**src/rtl/dram_cache_pkg.sv**
```systemverilog
// Shared types for the DRAM-cache request path: FIFO entry layout
// and the unpacked request carried to the tag-lookup stage.
package dram_cache_pkg;

    localparam int ENT_W      = 128;
    localparam int ENT_ID_W   = 32;
    localparam int ENT_ADDR_W = 32;
    localparam int ENT_IDX_W  = 4;
    localparam int ENT_CNT_W  = 16;

    localparam int ADDR_POS  = 0;
    localparam int ID_POS    = ADDR_POS + ENT_ADDR_W;
    localparam int WRITE_POS = ID_POS + ENT_ID_W;
    localparam int IDX_POS   = WRITE_POS + 1;
    localparam int RSVD_POS  = IDX_POS + ENT_IDX_W;
    localparam int RSVD_W    = ENT_W - RSVD_POS;

    localparam logic [1:0] OCC_EMPTY = 2'd0;
    localparam logic [1:0] OCC_ONE   = 2'd1;
    localparam logic [1:0] OCC_FULL  = 2'd2;

    typedef struct packed {
        logic [RSVD_W-1:0]     rsvd;
        logic [ENT_IDX_W-1:0]  index;
        logic                  is_write;
        logic [ENT_ID_W-1:0]   id;
        logic [ENT_ADDR_W-1:0] addr;
    } req_entry_t;

    typedef struct packed {
        logic [ENT_ID_W-1:0]   id;
        logic [ENT_ADDR_W-1:0] addr;
        logic                  write;
        logic [ENT_IDX_W-1:0]  index;
    } req_t;

endpackage

```
**src/rtl/req_skid_buf2.sv**
```systemverilog
// Two-entry valid/ready buffer; head register drives the outputs
// directly so the downstream interface is fully registered.
module req_skid_buf2
    import dram_cache_pkg::*;
(
    input  logic       clk,
    input  logic       rst,
    input  logic       in_valid,
    input  req_t       in_data,
    output logic       out_valid,
    input  logic       out_ready,
    output req_t       out_data,
    output logic [1:0] occ
);

    req_t head;
    req_t tail;
    logic deq;

    assign out_valid = (occ != OCC_EMPTY);
    assign out_data  = head;
    assign deq       = out_valid && out_ready;

    always_ff @(posedge clk or posedge rst) begin
        if (rst) begin
            occ  <= OCC_EMPTY;
            head <= '0;
            tail <= '0;
        end else begin
            unique case (occ)
                OCC_EMPTY: begin
                    if (in_valid) begin
                        head <= in_data;
                        occ  <= OCC_ONE;
                    end
                end
                OCC_ONE: begin
                    if (in_valid && !deq) begin
                        tail <= in_data;
                        occ  <= OCC_FULL;
                    end else if (in_valid && deq) begin
                        head <= in_data;
                    end else if (deq) begin
                        occ <= OCC_EMPTY;
                    end
                end
                OCC_FULL: begin
                    // Credit logic keeps in_valid low here unless a slot frees
                    if (deq) begin
                        head <= tail;
                        if (in_valid) begin
                            tail <= in_data;
                        end else begin
                            occ <= OCC_ONE;
                        end
                    end
                end
                default: occ <= OCC_EMPTY;
            endcase
        end
    end

endmodule

```
**src/rtl/index_fifo_reader.sv**
```systemverilog
// Drains the AR/AW request FIFO, unpacks and checks each entry and
// issues it to the tag-lookup stage with one request per cycle.
module index_fifo_reader
    import dram_cache_pkg::*;
#(
    parameter int DATA_W    = ENT_W,
    parameter int ID_W      = ENT_ID_W,
    parameter int ADDR_W    = ENT_ADDR_W,
    parameter int INDEX_W   = ENT_IDX_W,
    parameter int INDEX_LSB = 0,
    parameter int CNT_W     = ENT_CNT_W
) (
    input  logic               clk,
    input  logic               rst,
    input  logic               fifo_empty_i,
    output logic               fifo_read_en_o,
    input  logic [DATA_W-1:0]  fifo_data_i,
    output logic               req_valid_o,
    input  logic               req_ready_i,
    output logic [ID_W-1:0]    req_id_o,
    output logic [ADDR_W-1:0]  req_addr_o,
    output logic               req_write_o,
    output logic [INDEX_W-1:0] req_index_o,
    output logic               err_o,
    output logic [CNT_W-1:0]   rd_cnt_o,
    output logic [CNT_W-1:0]   wr_cnt_o
);

    req_entry_t ent;
    req_t       cap_req;
    req_t       head;
    logic [1:0] occ;
    logic [2:0] credit;
    logic       inflight;
    logic       deq;
    logic       bad;

    assign ent = fifo_data_i;
    assign deq = req_valid_o && req_ready_i;

    // Slots committed next cycle: buffered plus in flight, minus leaving
    assign credit = {1'b0, occ} + {2'b0, inflight} - {2'b0, deq};
    assign fifo_read_en_o = !rst && !fifo_empty_i && (credit < 3'd2);

    assign cap_req.id    = ent.id;
    assign cap_req.addr  = ent.addr;
    assign cap_req.write = ent.is_write;
    assign cap_req.index = ent.index;

    assign bad = (|ent.rsvd) ||
                 (ent.index != ent.addr[INDEX_LSB +: INDEX_W]);

    always_ff @(posedge clk or posedge rst) begin
        if (rst) begin
            inflight <= 1'b0;
        end else begin
            inflight <= fifo_read_en_o;
        end
    end

    req_skid_buf2 u_buf (
        .clk       (clk),
        .rst       (rst),
        .in_valid  (inflight),
        .in_data   (cap_req),
        .out_valid (req_valid_o),
        .out_ready (req_ready_i),
        .out_data  (head),
        .occ       (occ)
    );

    assign req_id_o    = head.id;
    assign req_addr_o  = head.addr;
    assign req_write_o = head.write;
    assign req_index_o = head.index;

    always_ff @(posedge clk or posedge rst) begin
        if (rst) begin
            err_o <= 1'b0;
        end else if (inflight && bad) begin
            err_o <= 1'b1;
        end
    end

    always_ff @(posedge clk or posedge rst) begin
        if (rst) begin
            rd_cnt_o <= '0;
            wr_cnt_o <= '0;
        end else if (deq) begin
            if (req_write_o) begin
                wr_cnt_o <= wr_cnt_o + CNT_W'(1);
            end else begin
                rd_cnt_o <= rd_cnt_o + CNT_W'(1);
            end
        end
    end

endmodule

```
**config.mk**
```make
export PLATFORM = sky130hd
export DESIGN_NAME = index_fifo_reader
export DESIGN_NICKNAME = d
export VERILOG_FILES = /design/src/rtl/dram_cache_pkg.sv /design/src/rtl/req_skid_buf2.sv /design/src/rtl/index_fifo_reader.sv
export SDC_FILE = /design/constraint.sdc
export NUM_CORES = 1
export LEC_CHECK = 0
export CAP_MARGIN = 20
export CORE_ASPECT_RATIO = 1.2
export CORE_MARGIN = 2
export CORE_UTILIZATION = 47
export CTS_CLUSTER_DIAMETER = 200
export CTS_CLUSTER_SIZE = 25
export DETAILED_ROUTE_END_ITERATION = 12
export GPL_TIMING_DRIVEN = 0
export HOLD_SLACK_MARGIN = 0.12
export PLACE_DENSITY = 0.84
export SLEW_MARGIN = 30
export SYNTH_ARGS = -nofsm -noshare
export SYNTH_HDL_FRONTEND = slang
export SYNTH_SLANG_ARGS = --single-unit
```
**constraint.sdc**
```tcl
create_clock -name clk -period 6.9 [get_ports clk]
set_clock_uncertainty 0.2 [all_clocks]
set_input_delay 1.38 -clock clk [delete_from_list [all_inputs] [get_ports clk]]
set_output_delay 1.38 -clock clk [all_outputs]
set_load 0.02 [all_outputs]
```
* Word-level counts from Yosys, hierarchy flattened
Index checks and enable logic that the tools add are counted.
** Cells by class
- Muxes and demuxes :: 15
- Multiply operators :: 0
- Eq/ne operators :: 12
- Order comparisons :: 1
- Div/mod/pow operators :: 0
- Shift-type cells :: 0
- Bitwise logic cells :: 1
- Reductions and logical operators :: 20
- $add $sub $neg :: 4
** Operators by type and width (number)
- 69-bit two-way mux :: 6
- 69-bit case mux with 3 select lines :: 1
- 69-bit case mux with 2 select lines :: 1
- 59-bit OR reduction :: 1
- 16-bit by 1-bit adder with 16-bit output (second input constant) :: 2
- 2-bit two-way mux :: 6
- 2-bit inequality test (second input constant) :: 5
- 5-bit AND reduction :: 2
- 1-bit logical AND :: 6
- 3-bit by 2-bit inequality test with 1-bit output (second input constant) :: 2
- 2-bit case mux with 3 select lines :: 1
- 2-bit by 1-bit inequality test with 1-bit output (second input constant) :: 2
- 4-bit inequality test :: 1
- 2-bit AND reduction :: 2
- 4-bit AND reduction :: 1
- 2-bit nonzero test :: 2
- 2-bit by 1-bit adder with 3-bit output :: 1
- 1-bit logical NOT :: 3
- 3-bit by 2-bit less-than comparator with 1-bit output (second input constant) :: 1
- 3-bit nonzero test :: 1
- 3-bit by 1-bit subtractor with 3-bit output :: 1
- 2-bit by 1-bit equality test with 1-bit output (second input constant) :: 1
- 2-bit equality test (second input constant) :: 1
- 2-bit logical NOT :: 1
- other kinds (2) :: 2
** Storage, ports and cells
- Register bits after elaboration :: 174
- RAM bits :: 0
- Memory bits (read-only) :: 0
- Word-level logic and storage cells :: 66
- Bits in latches :: 0
- Output and inout port bits :: 104
- Memories :: 0

* Logic depth before layout (Yosys ltp)
Gate-level depths: netlist of the first run.
- Depth in word-level cells :: 6
- Depth in mapped cells :: 8
- Gate-level depth less buffers :: 6

* Cells and area by module
From an unflattened synthesis of the first run, not the netlist that was laid out.
** Unflattened totals
- Cell total of the unflattened synthesis :: 546
- Area total of the unflattened synthesis :: 7857.5 um^2
** By module, submodules not included
- req_skid_buf2 :: area each 6085.8 um^2, cells an instance 387, times used 1, seq. area each 3503.4 um^2
- index_fifo_reader :: area each 1771.7 um^2, cells an instance 159, times used 1, seq. area each 850.8 um^2

* Worst setup path after synthesis of the first run
OpenSTA, ideal clock, no wires.
- Path type :: input port to output port
- Start point :: input req_ready_i
- End point :: output fifo_read_en_o
- Required time :: 5.320 ns
- Buffers on the path :: 0
- Slack :: 2.309 ns
- Arrival time :: 3.011 ns
- Stages :: 6
- Cell sequence :: nand2b_1 > inv_1 > o21ai_0 > fa_1 > xor2_1 > nor4b_1
** Between the ends
- Longest elaborated chain between the ends :: 4
** Ends and longest elaborated chain
- start, declared :: RTL line index_fifo_reader.sv:19 : input logic req_ready_i,
- 1-bit logical AND :: RTL line index_fifo_reader.sv:39 : assign deq = req_valid_o && req_ready_i;
- 3-bit by 1-bit subtractor with 3-bit output :: RTL line index_fifo_reader.sv:42 : assign credit = {1'b0, occ} + {2'b0, inflight} - {2'b0, deq};
- 3-bit by 2-bit less-than comparator with 1-bit output :: RTL line index_fifo_reader.sv:43 : assign fifo_read_en_o = !rst && !fifo_empty_i && (credit < 3'd2);
- 1-bit logical AND :: RTL line index_fifo_reader.sv:43
- end, declared :: RTL line index_fifo_reader.sv:16 : output logic fifo_read_en_o,
Every way passes these cells.

* Worst setup path in the final report of the first run
Ends and elaborated chain as after synthesis.

==> flow_summary.toml, run 1 <==
[clocking]
cts.htree.levels = 4
cts_hold_buf = 0
clk_pin_slew_ps = 60
cts_buffers = 17
postCtsSetupBuffers = 0
root_buffer = "clkbuf_16"
cts_tree = "yes"
cts_sinks = 174
post_cts_resized = 0
clk_latency_ps = 420
clock_path_buffers = 2

[sta]
setup-violations-final = 0
drv_slew = 0
fin_tns_setup_ps = 0
worstMarginPinSlew_ps = 631
period_share_pct = 83.9
fmax_ghz = 0.173
holdWs_ps = 271
finalCriticalPeriod_ps = 5790
rsz0062_at_grt = "no"
timing_hold_violations_final = 0
relSlewSlack_pct = 57.3

[final_layout]
fill_cells = 1187
mostFrequentLayoutCells = "235 x clkdlybuf4s50_1, 174 x dfrtp_1, 78 x nor2_1, 72 x a21oi_1, 70 x mux2i_1"
fin_area_um2 = 10800
diodes = 0
final_util_pct = 68.7
final_common_cell = "clkdlybuf4s50_1"
stdcell_count = 1099
fin_nets = 1014
area_delta_synth_final_pct = 42.6
drive_gt1_share_pct = 13.4

[setup_path]
arrival_ps = 4210
critPathSlowestCell = "clkdlybuf4s50_1"
cpPeakStageDelay_ps = 740
worstSetupPathType = "in -> out"
crit_path_max_fanout = 9
crit_required_ps = 5320
end_kind = "output pin"
path_delay_family = "buffers and inverters"
crit_top_cell = "clkdlybuf4s50_1"
cp_cell_sequence = "clkdlybuf4s50_1 -> nand2b_1 -> inv_1 -> o21ai_0 -> fa_1 -> xor2_1 -> nor4b_1 -> clkdlybuf4s50_1"
worst_setup_path_start_kind = "input pin"
critPathBufInv = 3

[synthesis]
ys_types = 37
netlist_area_um2 = 7560
syn_avg_cell_area_um2 = 12.1
ys_async_sr_fraction_pct = 100
synthMuxAreaShare_pct = 19.8
yosys.area_share.simple_pct = 9.98
synth_compound_area_share_pct = 5.56
synth_edf_count = 0
synthFlopType = "dfrtp_1"
yosys.area_share.adder_pct = 0.596
synth_top_family_by_area = "multiplexers"
yosysSeqAreaShare_pct = 57.6
syn_nets = 759
yosys_warnings = 0
synthCells = 624
ys_seq_elements = 174
synth-xor-area-share_pct = 4.05

[global_route]
grt_pass1_wl_mm = 29.6
grt_max_degree = 92
track_usage_pct = 22.2
grt_overflow = 0
grt_pass1_vias = 5818
antenna_found_initial = 0

[pwr]
p_leak_nw = 4.44
p_int_mw = 2.80
power_density_nw_per_um2 = 392
power.share.switching_pct = 33.8
p_seq_share_pct = 39.8
ir_drop_mv = 0.252
power.switching_mw = 1.43
p_clk_share_pct = 22.1
combPwrFrac_pct = 38.1

[place]
placed_area_um2 = 10200
placed_cells = 1068
port_buffers = 235
dp_hpwl_mm = 13.4
gp_congestion = 0.819

[hold_path]
min_path_type = "reg -> reg"

[die]
core_region_area_um2 = 15700
die_h_um = 143
die_w_um = 120
die-area_um2 = 17100
num_rows = 50
start_util_pct = 48.2
io_pins = 236

[detailed_routing]
drt_first_pass_iters = 4
drcViolationCount = 0
vias = 5645
totalWireLength_mm = 18.4
drt_iter0_markers = 234
antenna_left = 0
avgRoutedWirePerCell_um = 16.7
routed_via_density = 5.14

[run]
maxCapViolCount = 0

[run_status]
status = "finished clean"
==> registers in the layout (all words and copies together) (netlist names) <==
signal	flops
u_buf.out_data	69
u_buf.tail	69
rd_cnt_o	16
wr_cnt_o	16
u_buf.occ	2
err_o	1
inflight	1
==> cells in the mapped netlist (6+ instances only) <==
library cell,instances,share of area [%]
buf_2,19,1.3
a21oi_1,72,4.8
mux2i_1,70,9.3
xor2_1,9,1.0
dfrtp_1,174,58
mux2_2,61,9.1
nor4_1,16,1.3
clkbuf_1,6,0.30
and3_1,8,0.66
nand4_1,12,0.99
mux2_1,10,1.5
nor2_1,78,3.9
nand2_1,11,0.55
xnor2_1,26,3.0
nand3_1,13,0.86
==> final cells by class <==
cell class | instances | area [µm²] | share of cell area, %
Multi-Input combinational cell | 415 | 3030 | 28.1
Timing Repair Buffer | 236 | 2380 | 22.1
Tap cell | 208 | 260 | 2.41
Sequential cell | 174 | 4350 | 40.4
Buffer | 32 | 170 | 1.58
Inverter | 3 | 18.8 | 0.174
Clock buffer | 22 | 464 | 4.30
Clock inverter | 9 | 111 | 1.03
==> power by group through the flow <==
stage,clock (mW),sequential (mW),combinational (mW)
after floorplan,0,1.93,0.637
after global placement,0,1.68,1.59
after detailed placement,0,1.70,1.63
after CTS,0.952,1.68,1.64
after global routing,1.00,1.73,1.74
final,0.936,1.68,1.61
==> metrics by stage <==
stage,power (mW),setup slack (ps)
detailed placement,3.32,1140
CTS,4.27,1120
global placement,3.26,-1830
finish,4.23,1110
global route,4.47,973
floorplan,2.56,603
==> metal layers <==
metal	global-route usage, %	routed length, µm	share of wire (%)
met5	0	0	0
met4	9.04	465	2.5
met3	6.67	1150	6.2
met2	36.3	8950	49
met1	27.6	7840	43
==> final timing paths <==
kind / endpoint / cells past startpoint / startpoint / slack (ps)
worst max-delay path: fifo_read_en_o / 8 / req_ready_i / 1110
worst min-delay path: rd_cnt_o[15]$_DFFE_PP0P_ / 1 / rd_cnt_o[15]$_DFFE_PP0P_ / 270
worst max register to register: inflight$_DFF_PP0_ / 8 / u_buf.occ[1]$_DFFE_PP0P_ / 4140
worst min register to register: rd_cnt_o[15]$_DFFE_PP0P_ / 1 / rd_cnt_o[15]$_DFFE_PP0P_ / 270
max in group asynchronous: u_buf.tail[32]$_DFFE_PP0P_ / 3 / rst / 4320
min in group asynchronous: wr_cnt_o[11]$_DFFE_PP0P_ / 2 / rst / 1350
==> kinds of logic after synthesis <==
group / Yosys count
XOR/XNOR: 35
AO/OA/AOI/OAI: 79
adder cells (fa/ha/maj): 3
AND/OR/NAND/NOR: 157
flip-flops: 174
multiplexers: 141
buffers and inverters: 35
No activity file was read; power rests on OpenSTA's default activity.
==> run 2, diff against run 1 <==
Settings changed: CORE_UTILIZATION 47 to 42, PLACE_DENSITY 0.84 to 0.79.
Clock period 6.9 ns to 5.2 ns, I/O delays scaled along.
==> flow_summary.toml, run 2 (same netlist as run 1, synthesis figures left out) <==
[run_status]
status = "finished clean"

[pwr]
p_leak_nw = 4.50
ir_drop_mv = 0.307
power_density_nw_per_um2 = 513

[detailed_routing]
drt_first_pass_iters = 4
vias = 5679
routed_via_density = 5.08
totalWireLength_mm = 18.8
drt_iter0_markers = 215
avgRoutedWirePerCell_um = 16.8
antenna_left = 0
drcViolationCount = 0

[die]
die_w_um = 126
num_rows = 53
die_h_um = 151
die-area_um2 = 19100
io_pins = 236
start_util_pct = 43.0
core_region_area_um2 = 17600

[sta]
finalWorstSetupSlack_ps = 307
period_share_pct = 94.1
drv_slew = 0
worstMarginPinSlew_ps = 559
finalCriticalPeriod_ps = 4890
setup-violations-final = 0
fmax_ghz = 0.204
fin_tns_setup_ps = 0
holdWs_ps = 267
relSlewSlack_pct = 62.6
rsz0062_at_grt = "no"
timing_hold_violations_final = 0

[setup_path]
worst_setup_path_start_kind = "input pin"
cpPeakStageDelay_ps = 680
worstSetupPathType = "in -> out"
r2r_slack_ps = 2690
crit_top_cell = "clkdlybuf4s50_1"
path_depth = 8
critPathLaunch = "req_ready_i"
path_delay_family = "buffers and inverters"
ff2ff_path_depth = 8
r2r-start = "u_buf.occ[1]$_DFFE_PP0P_"
critPathSlowestCell = "clkdlybuf4s50_1"
arrival_ps = 3650
crit_required_ps = 3960
crit_path_max_fanout = 9
end_kind = "output pin"
setup.worst_path.end = "fifo_read_en_o"
cp_cell_sequence = "clkdlybuf4s50_1 -> nand2b_1 -> inv_1 -> o21ai_0 -> fa_1 -> xor2_1 -> nor4b_2 -> clkdlybuf4s50_1"
timing.rr.end = "inflight$_DFF_PP0_"
critPathBufInv = 3

[place]
gp_congestion = 0.781
placed_area_um2 = 10400
port_buffers = 235
dp_hpwl_mm = 14.0
pre_cts_ws_ps = 135

[clocking]
cts_sinks = 174
clock_path_buffers = 2
cts_buffers = 17
root_buffer = "clkbuf_16"
clk_latency_ps = 420
cts.htree.levels = 4
clk_pin_slew_ps = 60
cts_hold_buf = 0
cts_tree = "yes"

[hold_path]
min_path_type = "reg -> reg"

[global_route]
grt_max_degree = 27
grt_overflow = 0
track_usage_pct = 20.2
antenna_found_initial = 0
grt_pass1_vias = 5949
grt_pass1_wl_mm = 30.6

[final_layout]
fin_area_um2 = 10900
diodes = 0
final_common_cell = "clkdlybuf4s50_1"
area_delta_synth_final_pct = 44.7
mostFrequentLayoutCells = "235 x clkdlybuf4s50_1, 174 x dfrtp_1, 78 x nor2_1, 72 x a21oi_1, 70 x mux2i_1"
fin_nets = 1020
drive_gt1_share_pct = 14.5

[run]
maxCapViolCount = 0
-- run 2: cell types whose count changed in the layout (fill, tap and decap cells not counted) --
cell	previous run	this run
bufinv_16	2	1
buf_12	0	3
clkbuf_8	2	1
nor4b_1	1	0
buf_16	1	4
nor4b_2	0	1
clkinv_4	2	5
clkbuf_1	9	6
clkinvlp_4	2	3
inv_6	1	4
inv_8	1	0
-- run 2: per-layer routing --
layer | part of all wire [%] | vias to the layer above | global-route usage, %
li1 | - | 2716 | -
met4 | 1.2 | 0 | 5.27
met1 | 44 | 2805 | 26.5
met2 | 50 | 140 | 33.7
met3 | 5.1 | 18 | 5.12
met5 | 0 | - | 0
-- run 2: worst min-delay path by stage --
stage | from | endpoint | cells past startpoint
after floorplan | u_buf.tail[37]$_DFFE_PP0P_ | u_buf.tail[37]$_DFFE_PP0P_ | 1
after global placement | wr_cnt_o[15]$_DFFE_PP0P_ | wr_cnt_o[15]$_DFFE_PP0P_ | 1
after detailed placement | rd_cnt_o[15]$_DFFE_PP0P_ | rd_cnt_o[15]$_DFFE_PP0P_ | 1
after CTS | wr_cnt_o[15]$_DFFE_PP0P_ | wr_cnt_o[15]$_DFFE_PP0P_ | 1
after global routing | wr_cnt_o[15]$_DFFE_PP0P_ | wr_cnt_o[15]$_DFFE_PP0P_ | 1
final | rd_cnt_o[15]$_DFFE_PP0P_ | rd_cnt_o[15]$_DFFE_PP0P_ | 1
-- run 2: worst reg2reg max path: stages, from the launching register on --
cell and delay, ps:
dfrtp_1 360, buf_2 230, and2b_1 150, buf_2 230, and2_4 220, o21ai_0 100, fa_1 390, xor2_1 160
nor4b_2 340
-- run 2: cell type report --
type / count / area [µm²]
plain buffers: 32 / 170
clock buffers: 18 / 439
clock inverters: 14 / 134
fillers: 1413 / 6630
inverters: 3 / 15.0
multi-input cells: 415 / 3030
flip-flops and latches: 174 / 4350
well taps: 220 / 275
repair buffers: 242 / 2520
-- run 2: stage by stage --
stage          cells  power, mW  util [%]
2_1_floorplan    624       3.40         -
3_3_place_gp    1079       4.34      58.0
3_5_place_dp    1086       4.43      59.0
4_1_cts         1118       5.69      62.2
5_1_grt         1118       5.97      62.3
6_report        1118       5.62      62.3
-- run 2: timing repair --
action	CTS	global route
setup buffers	0	0
endpoints found under the hold margin	0	0
resized for setup	0	1
setup endpoints to repair	0	1
-- run 2: report_power, final --
part	internal [mW]	switching (mW)
logic	1.08	1.06
clock network	0.680	0.551
registers	1.91	0.329
==> run 3, diff against run 2 <==
Settings changed: CORE_UTILIZATION 42 to 50, PLACE_DENSITY 0.79 to 0.88, SKIP_LAST_GASP from default to 1.
Clock period 5.2 ns to 6 ns, I/O delays scaled along.
==> flow_summary.toml, run 3 (same netlist as run 1, synthesis figures left out) <==
[run_status]
status = "finished clean"

[pwr]
p_clk_share_pct = 22.2
p_seq_share_pct = 39.8
combPwrFrac_pct = 38.0
power_density_nw_per_um2 = 449
power.share.switching_pct = 34.3
power.switching_mw = 1.68
p_int_mw = 3.21
ir_drop_mv = 0.330
p_leak_nw = 4.48

[global_route]
track_usage_pct = 24.4
antenna_found_initial = 0
grt_overflow = 0
grt_pass1_wl_mm = 30.8
grt_max_degree = 30
grt_pass1_vias = 6100

[die]
core_region_area_um2 = 14900
num_rows = 49
die-area_um2 = 16100
die_w_um = 116
start_util_pct = 50.8
io_pins = 236
die_h_um = 139

[clocking]
cts_sinks = 174
clk_pin_slew_ps = 60
postCtsSetupBuffers = 0
clk_latency_ps = 430
clock_path_buffers = 2
root_buffer = "clkbuf_16"
cts_tree = "yes"
cts.htree.levels = 4
cts_buffers = 17
post_cts_resized = 0
cts_hold_buf = 0

[sta]
finalCriticalPeriod_ps = 5290
relSlewSlack_pct = 61.4
period_share_pct = 88.2
fmax_ghz = 0.189
setup-violations-final = 0
rsz0062_at_grt = "no"
worstMarginPinSlew_ps = 578
fin_tns_setup_ps = 0
drv_slew = 0
timing_hold_violations_final = 0

[setup_path]
worst_setup_path_start_kind = "input pin"
arrival_ps = 3890
end_kind = "output pin"
r2r_slack_ps = 3390
crit_path_max_fanout = 9
crit_required_ps = 4600
timing.rr.end = "inflight$_DFF_PP0_"
setup.worst_path.end = "fifo_read_en_o"
r2r-start = "u_buf.occ[1]$_DFFE_PP0P_"
critPathLaunch = "req_ready_i"
ff2ff_path_depth = 8
worstSetupPathType = "in -> out"

[final_layout]
fin_nets = 1019
fin_area_um2 = 10900
diodes = 0
mostFrequentLayoutCells = "235 x clkdlybuf4s50_1, 174 x dfrtp_1, 78 x nor2_1, 72 x a21oi_1, 70 x mux2i_1"
area_delta_synth_final_pct = 43.9
fill_cells = 1024
final_common_cell = "clkdlybuf4s50_1"
drive_gt1_share_pct = 14.3

[detailed_routing]
drcViolationCount = 0
routed_via_density = 5.27
vias = 5801
totalWireLength_mm = 18.9
avgRoutedWirePerCell_um = 17.2
antenna_left = 0
drt_iter0_markers = 428
drt_first_pass_iters = 4

[hold_path]
hp-start = "wr_cnt_o[15]$_DFFE_PP0P_"
min_path_type = "reg -> reg"
hold_depth = 1

[place]
placed_area_um2 = 10300
gp_congestion = 0.820
port_buffers = 235
dp_hpwl_mm = 13.8

[run]
maxCapViolCount = 0
run 3: changes by cell type in the layout (fill, tap and decap cells not counted), sizes merged:
| cell | previous run | this run |
|---|---|---|
| clkinvlp | 3 | 6 |
| inv | 6 | 3 |
| buf | 33 | 32 |
| bufinv | 1 | 2 |
| clkinv | 7 | 6 |
run 3: worst min-delay path by stage:
stage | to | slack [ps]
after floorplan | u_buf.tail[37]$_DFFE_PP0P_ | 260
after detailed placement | wr_cnt_o[15]$_DFFE_PP0P_ | 260
after global placement | wr_cnt_o[15]$_DFFE_PP0P_ | 260
final | wr_cnt_o[15]$_DFFE_PP0P_ | 260
after global routing | wr_cnt_o[15]$_DFFE_PP0P_ | 280
after CTS | wr_cnt_o[15]$_DFFE_PP0P_ | 270
run 3: power by group through the flow:
stage / Sequential [mW] / Combinational (mW) / Clock [mW]
final: 1.95 / 1.86 / 1.09
after CTS: 1.94 / 1.88 / 1.10
after global placement: 1.94 / 1.80 / 0
after global routing: 2.00 / 2.01 / 1.15
after floorplan: 2.21 / 0.733 / 0
after detailed placement: 1.95 / 1.87 / 0
run 3: routing by layer:
layer,track usage (%),wire length (µm),up-vias
met4,7.58,376,0
met3,6.42,1180,31
met5,0,0,-
met1,30.9,7740,2879
met2,40.8,9600,176
li1,-,-,2715
run 3: per-stage QoR:
step	setup WS (ps)	power [mW]	hold WS, ps	std cells	util (%)
finish	709	4.89	264	1101	73.1
CTS	731	4.92	269	1101	73.1
floorplan	1770	2.95	264	624	-
global placement	847	3.74	257	1063	68.3
global route	635	5.16	280	1101	73.1
detailed placement	797	3.82	259	1069	69.1
run 3: layout make-up:
cell class | count | area [µm²] | share of cell area [%]
multi-input cells | 415 | 3030 | 27.8
clock buffers | 18 | 439 | 4.03
plain buffers | 32 | 170 | 1.56
flip-flops and latches | 174 | 4350 | 40.0
inverters | 3 | 15.0 | 0.138
repair buffers | 241 | 2480 | 22.8
clock inverters | 14 | 144 | 1.32
well taps | 204 | 255 | 2.35
run 3: critical path, cell delays in order:
cell             delay (ps)
clkdlybuf4s50_1         560
nand2b_1                260
inv_1                    90
o21ai_0                 110
fa_1                    410
xor2_1                  160
nor4b_1                 420
clkdlybuf4s50_1         690
==> edit 1 (settings of run 1) <==
Put one more register stage on the output `wr_cnt_o`, cleared by the reset. The value now appears one clock later. The other outputs are not delayed to match.
--- a/src/rtl/index_fifo_reader.sv
+++ b/src/rtl/index_fifo_reader.sv
@@ -27,2 +27,4 @@
 );
+
+    logic [CNT_W-1:0] wr_cnt_s0;
 
@@ -87,6 +89,6 @@
             rd_cnt_o <= '0;
-            wr_cnt_o <= '0;
+            wr_cnt_s0 <= '0;
         end else if (deq) begin
             if (req_write_o) begin
-                wr_cnt_o <= wr_cnt_o + CNT_W'(1);
+                wr_cnt_s0 <= wr_cnt_s0 + CNT_W'(1);
             end else begin
@@ -97,2 +99,10 @@
 
+    always_ff @(posedge clk or posedge rst) begin
+        if (rst) begin
+            wr_cnt_o <= '0;
+        end else begin
+            wr_cnt_o <= wr_cnt_s0;
+        end
+    end
+
 endmodule
Behaviour: not the same (a bounded check fails within 4 cycles, from zero or initial values and one cycle with rst high).
==> edit 1 against run 1 <==
Power rose by 3.9%. Sequential cell count rose by 16. Setup slack improved by 180 ps. Worst hold slack got worse by 66 ps. Design area rose by 4.1%. Synthesized area rose by 4.7%. Count of clock-buffer cells in the layout fell by 4. Sequential share of layout area rose by 2.0 points. Wire length rose by 3.3%. Synthesized cell count rose by 1.9%. Critical path type unchanged. Critical endpoint unchanged. Largest power group unchanged. Highest routed layer unchanged.
==> edit 1: results (changes against run 1) <==
| Metric | Value |
|---|---|
| Status | finished clean |
| Met1 Routed Length | 8110 microns (+3.5%) |
| M3 GR Usage | 0.05547 (-0.01122) |
| M2 GR Usage | 0.3639 (+0.0008814) |
| Row count | 52 (+4.0%) |
| Crit path DAT | 4030 ps (-180 ps) |
| Maximum vdd drop | 0.2449 mV (-2.7%) |
| Reg clk slew, reported paths | 70 ps |
| First-pass GRT wire length | 30,880 microns (+4.3%) |
| Post-synth net total | 771 (+1.6%) |
| Placer Congestion | 0.8408 (+2.6%) |
| Vias per cell | 5.110 (-0.52%) |
| Post-synth top cells | 190 x dfrtp_1, 77 x nor2_1, 71 x a21oi_1 |
| Share of layout cells above drive strength 1 | 0.1425 (+0.008984) |
| Mapped Cells | 636 (+1.9%) |
| Register area share after synthesis | 0.6005 (+0.02473) |
| GR Layer Usage met1 | 0.2879 (+0.01196) |
| FILL cells | 1,315 (+11%) |
| Largest cells by area after synthesis | dfrtp_1 60%, mux2_2 9.8%, mux2i_1 8.7% |
| Sw Share | 0.3346 (-0.003758) |
| Fin nets | 1,027 (+1.3%) |
| Layout area overhead | 41.86% |
| Tightest Pin Transition | 822.1 ps (+190.9 ps) |
| Post-placement cell area | 0.01060 sq mm (+3.8%) |
| GR Util All Layers | 0.2213 (-0.0005168) |
| Dpl cells | 1,089 (+2.0%) |
| Final slew viol count | 0 (unchanged) |
| Routed met3 length | 1009 microns (-12%) |
| Wire per inst | 16.94 microns (+1.2%) |
| Final HPWL DP | 13,870 microns (+3.5%) |
| DP Worst Slack | 1299 ps (+163.0 ps) |
| Largest net degree at the start of global routing | 87 (-5.4%) |
| Pleak | 4.771 nW (+7.5%) |
| DRT iter0 DRCs | 275 (+18%) |
| Vias in the first global route | 6,061 (+4.2%) |
| Via count | 5,728 (+1.5%) |
| Met2 wire len | 9483 microns (+6.0%) |
edit 1: cell count changes after synthesis, sizes merged, moves of 2 or more:
cell | before | now
and2 | 6 | 2
nand2b | 1 | 3
nor3 | 4 | 6
inv | 3 | 1
nand2 | 11 | 15
dfrtp | 174 | 190
and3 | 8 | 3
edit 1: path summary, 6_finish.rpt:
path,to,slack [ps],from,cells after the start
worst min-delay path,wr_cnt_o[15],200,wr_cnt_s0[15],0
min in group asynchronous,err_o,1230,rst,2
worst max-delay path,fifo_read_en_o,1290,req_ready_i,7
worst min register to register,wr_cnt_o[15],200,wr_cnt_s0[15],0
worst max register to register,u_buf.out_data[60],4280,u_buf.occ[1],7
max in group asynchronous,u_buf.out_data[2],4520,rst,3
edit 1: power by group through the flow:
stage                     sequential, mW  combinational (mW)  clock (mW)
after global routing                1.85                1.70        1.10
after detailed placement            1.81                1.59           0
after floorplan                     2.03               0.618           0
final                               1.79                1.57        1.03
after CTS                           1.80                1.59        1.05
after global placement              1.79                1.54           0
edit 1: area by class of cell:
cell class              instances  share of cell area
inverters                       1            0.001003
well taps                     216             0.02406
plain buffers                  33             0.01548
repair buffers                237              0.2143
clock buffers                  18             0.03821
flip-flops and latches        190              0.4233
clock inverters                14             0.01782
multi-input cells             412              0.2658
edit 1: logic make-up after synthesis:
group,share of synthesized area
simple gates,0.09308
xor+xnor,0.03872
compound gates,0.05278
mux,0.1868
buf+inv,0.02244
fa+ha+maj,0.005689
flops,0.6005
edit 1: critical path, stage by stage:
cell and delay [ps]:
clkdlybuf4s50_1 630, and2_4 240, o21ai_0 120, fa_1 400
xor2_1 150, nor4b_1 420, clkdlybuf4s50_1 690
==> edit 2 (config.mk and constraints of run 1) <==
Made on the original files. The package constant `ENT_IDX_W` goes from 4 to 2.
--- a/src/rtl/dram_cache_pkg.sv
+++ b/src/rtl/dram_cache_pkg.sv
@@ -7,3 +7,3 @@
     localparam int ENT_ADDR_W = 32;
-    localparam int ENT_IDX_W  = 4;
+    localparam int ENT_IDX_W  = 2;
     localparam int ENT_CNT_W  = 16;
Interface: changed (resized req_index_o); port bits go from 236 to 234. No check against the original RTL was run, so the function may have changed too.
==> edit 2 against run 1 <==
Combinational power decreased by 3%. Wire length rose by 3.6%. Core utilization shrank 0.27 points. Sequential cell count is 4 lower. Synthesized area shrank 2.8%. Design area down 2.0%. Critical path depth unchanged. Count of clock-buffer cells in the layout is 2 lower. Setup slack better by 590 ps. Power shrank 2.2%.
==> edit 2: results (changes against run 1) <==
| Metric | Value |
|---|---|
| DRT iter0 DRCs | 395 (+69%) |
| First-pass GRT wire length | 30,910 microns (+4.4%) |
| Setup_tns | 0 ps (unchanged) |
| Met2 wire len | 9657 microns (+7.9%) |
| Reg clk slew, reported paths | approximately 70 ps |
| Crit path DAT | 3620 ps (-590 ps) |
| GR Layer Usage met1 | 0.2916 (+0.01566) |
| Sequential Power | 1.65 mW |
| Register area | 0.004254 sq mm (-2.3%) |
| Post-synth top cells | 170 x dfrtp_1, 76 x nor2_1, 69 x a21oi_1 |
| Fin nets | 990 (-2.4%) |
| Hold_ws | 278.7 ps (+7.894 ps) |
| Non-CTS buffers | 265 (-1.1%) |
| RR Endpoint | u_buf.out_data[52] |
| Flop2flop setup slack | 4350 ps (+210 ps) |
| # port buffers | 232 (-1.3%) |
| Root Driver | clkbuf_16 |
| Post-placement cell area | 0.009992 sq mm (-2.1%) |
| Ant diodes | 1 (+1) |
| M2 GR Usage | 0.3988 (+0.03584) |
| Post-synth net total | 737 (-2.9%) |
| Final HPWL DP | 13,950 microns (+4.1%) |
| Relative slew slack | 0.3876 (-0.1856) |
| GR Util All Layers | 0.2377 (+0.01592) |
| Clock network area share | 0.05397 (+0.0006063) |
| Largest net degree at the start of global routing | 72 (-22%) |
| Cell family contributing the most delay on the critical path | buffers and inverters |
| Largest cells by area after synthesis | dfrtp_1 58%, mux2i_1 9.3%, mux2_2 6.0% |
| Maximum vdd drop | 0.3034 mV (+21%) |
| FILL cells | 1,153 (-2.9%) |
| Wire per inst | 17.70 microns (+5.7%) |
| Asr flop ratio synth | 1.000 (unchanged) |
| FF+latch count, synth | 170 (-2.3%) |
| Met1 Routed Length | 7900 microns (+0.79%) |
| Count of multi-input gates | 398 (-4.1%) |
| Drt pass-1 iters | 5 (+1) |
| Clock buffer count | 20 (-9.1%) |
| Routed met3 length | 1043 microns (-8.9%) |
| Vias in the first global route | 5,897 (+1.4%) |
| Placer Congestion | 0.8448 (+3.1%) |
| DP Worst Slack | 1673 ps (+537.9 ps) |
| Register area share after synthesis | 0.5790 (+0.003241) |
| Status | finished clean |
| Share of layout cells above drive strength 1 | 0.1175 (-0.01605) |
| Final core area utilization | 0.6841 (-0.002723) |
| Slowest stage delay, CP | 720 ps (-20 ps) |
| Reg2Reg Depth | 6 (-2) |
| Synth cell types | 36 (-2.7%) |
| Fraction of area in multi-input gates | 0.2747 (-0.005920) |
| Switch Pwr | 1.439 mW (+0.55%) |
| M3 GR Usage | 0.06634 (-0.0003502) |
| Signal buf overhead | 0.2423 (+0.005849) |
-- edit 2: through the flow --
stage	cells	power, mW
after floorplan	602	2.491
after global placement	1042	3.174
after detailed placement	1044	3.230
after CTS	1076	4.170
after global routing	1076	4.378
final	1077	4.139
-- edit 2: how the worst max path moves through the flow --
stage	from	endpoint	slack, ps	cells after the start
2_1_floorplan	rst	err_o	720	1
3_3_place_gp	rst	u_buf.tail[38]	-1690	2
3_5_place_dp	req_ready_i	fifo_read_en_o	1670	8
4_1_cts	req_ready_i	fifo_read_en_o	1630	8
5_1_grt	req_ready_i	fifo_read_en_o	1540	8
6_report	req_ready_i	fifo_read_en_o	1700	8
-- edit 2: kinds of logic after synthesis --
logic type                 Yosys count  synth area share
AOI/OAI and AO/OA                   77           0.05552
xor gates and xnor gates            33           0.03934
adders and majority gates            3          0.006130
buffers and inverters               34           0.02657
DFF                                170            0.5790
muxes                              137            0.1984
and+or+nand+nor                    148           0.09503
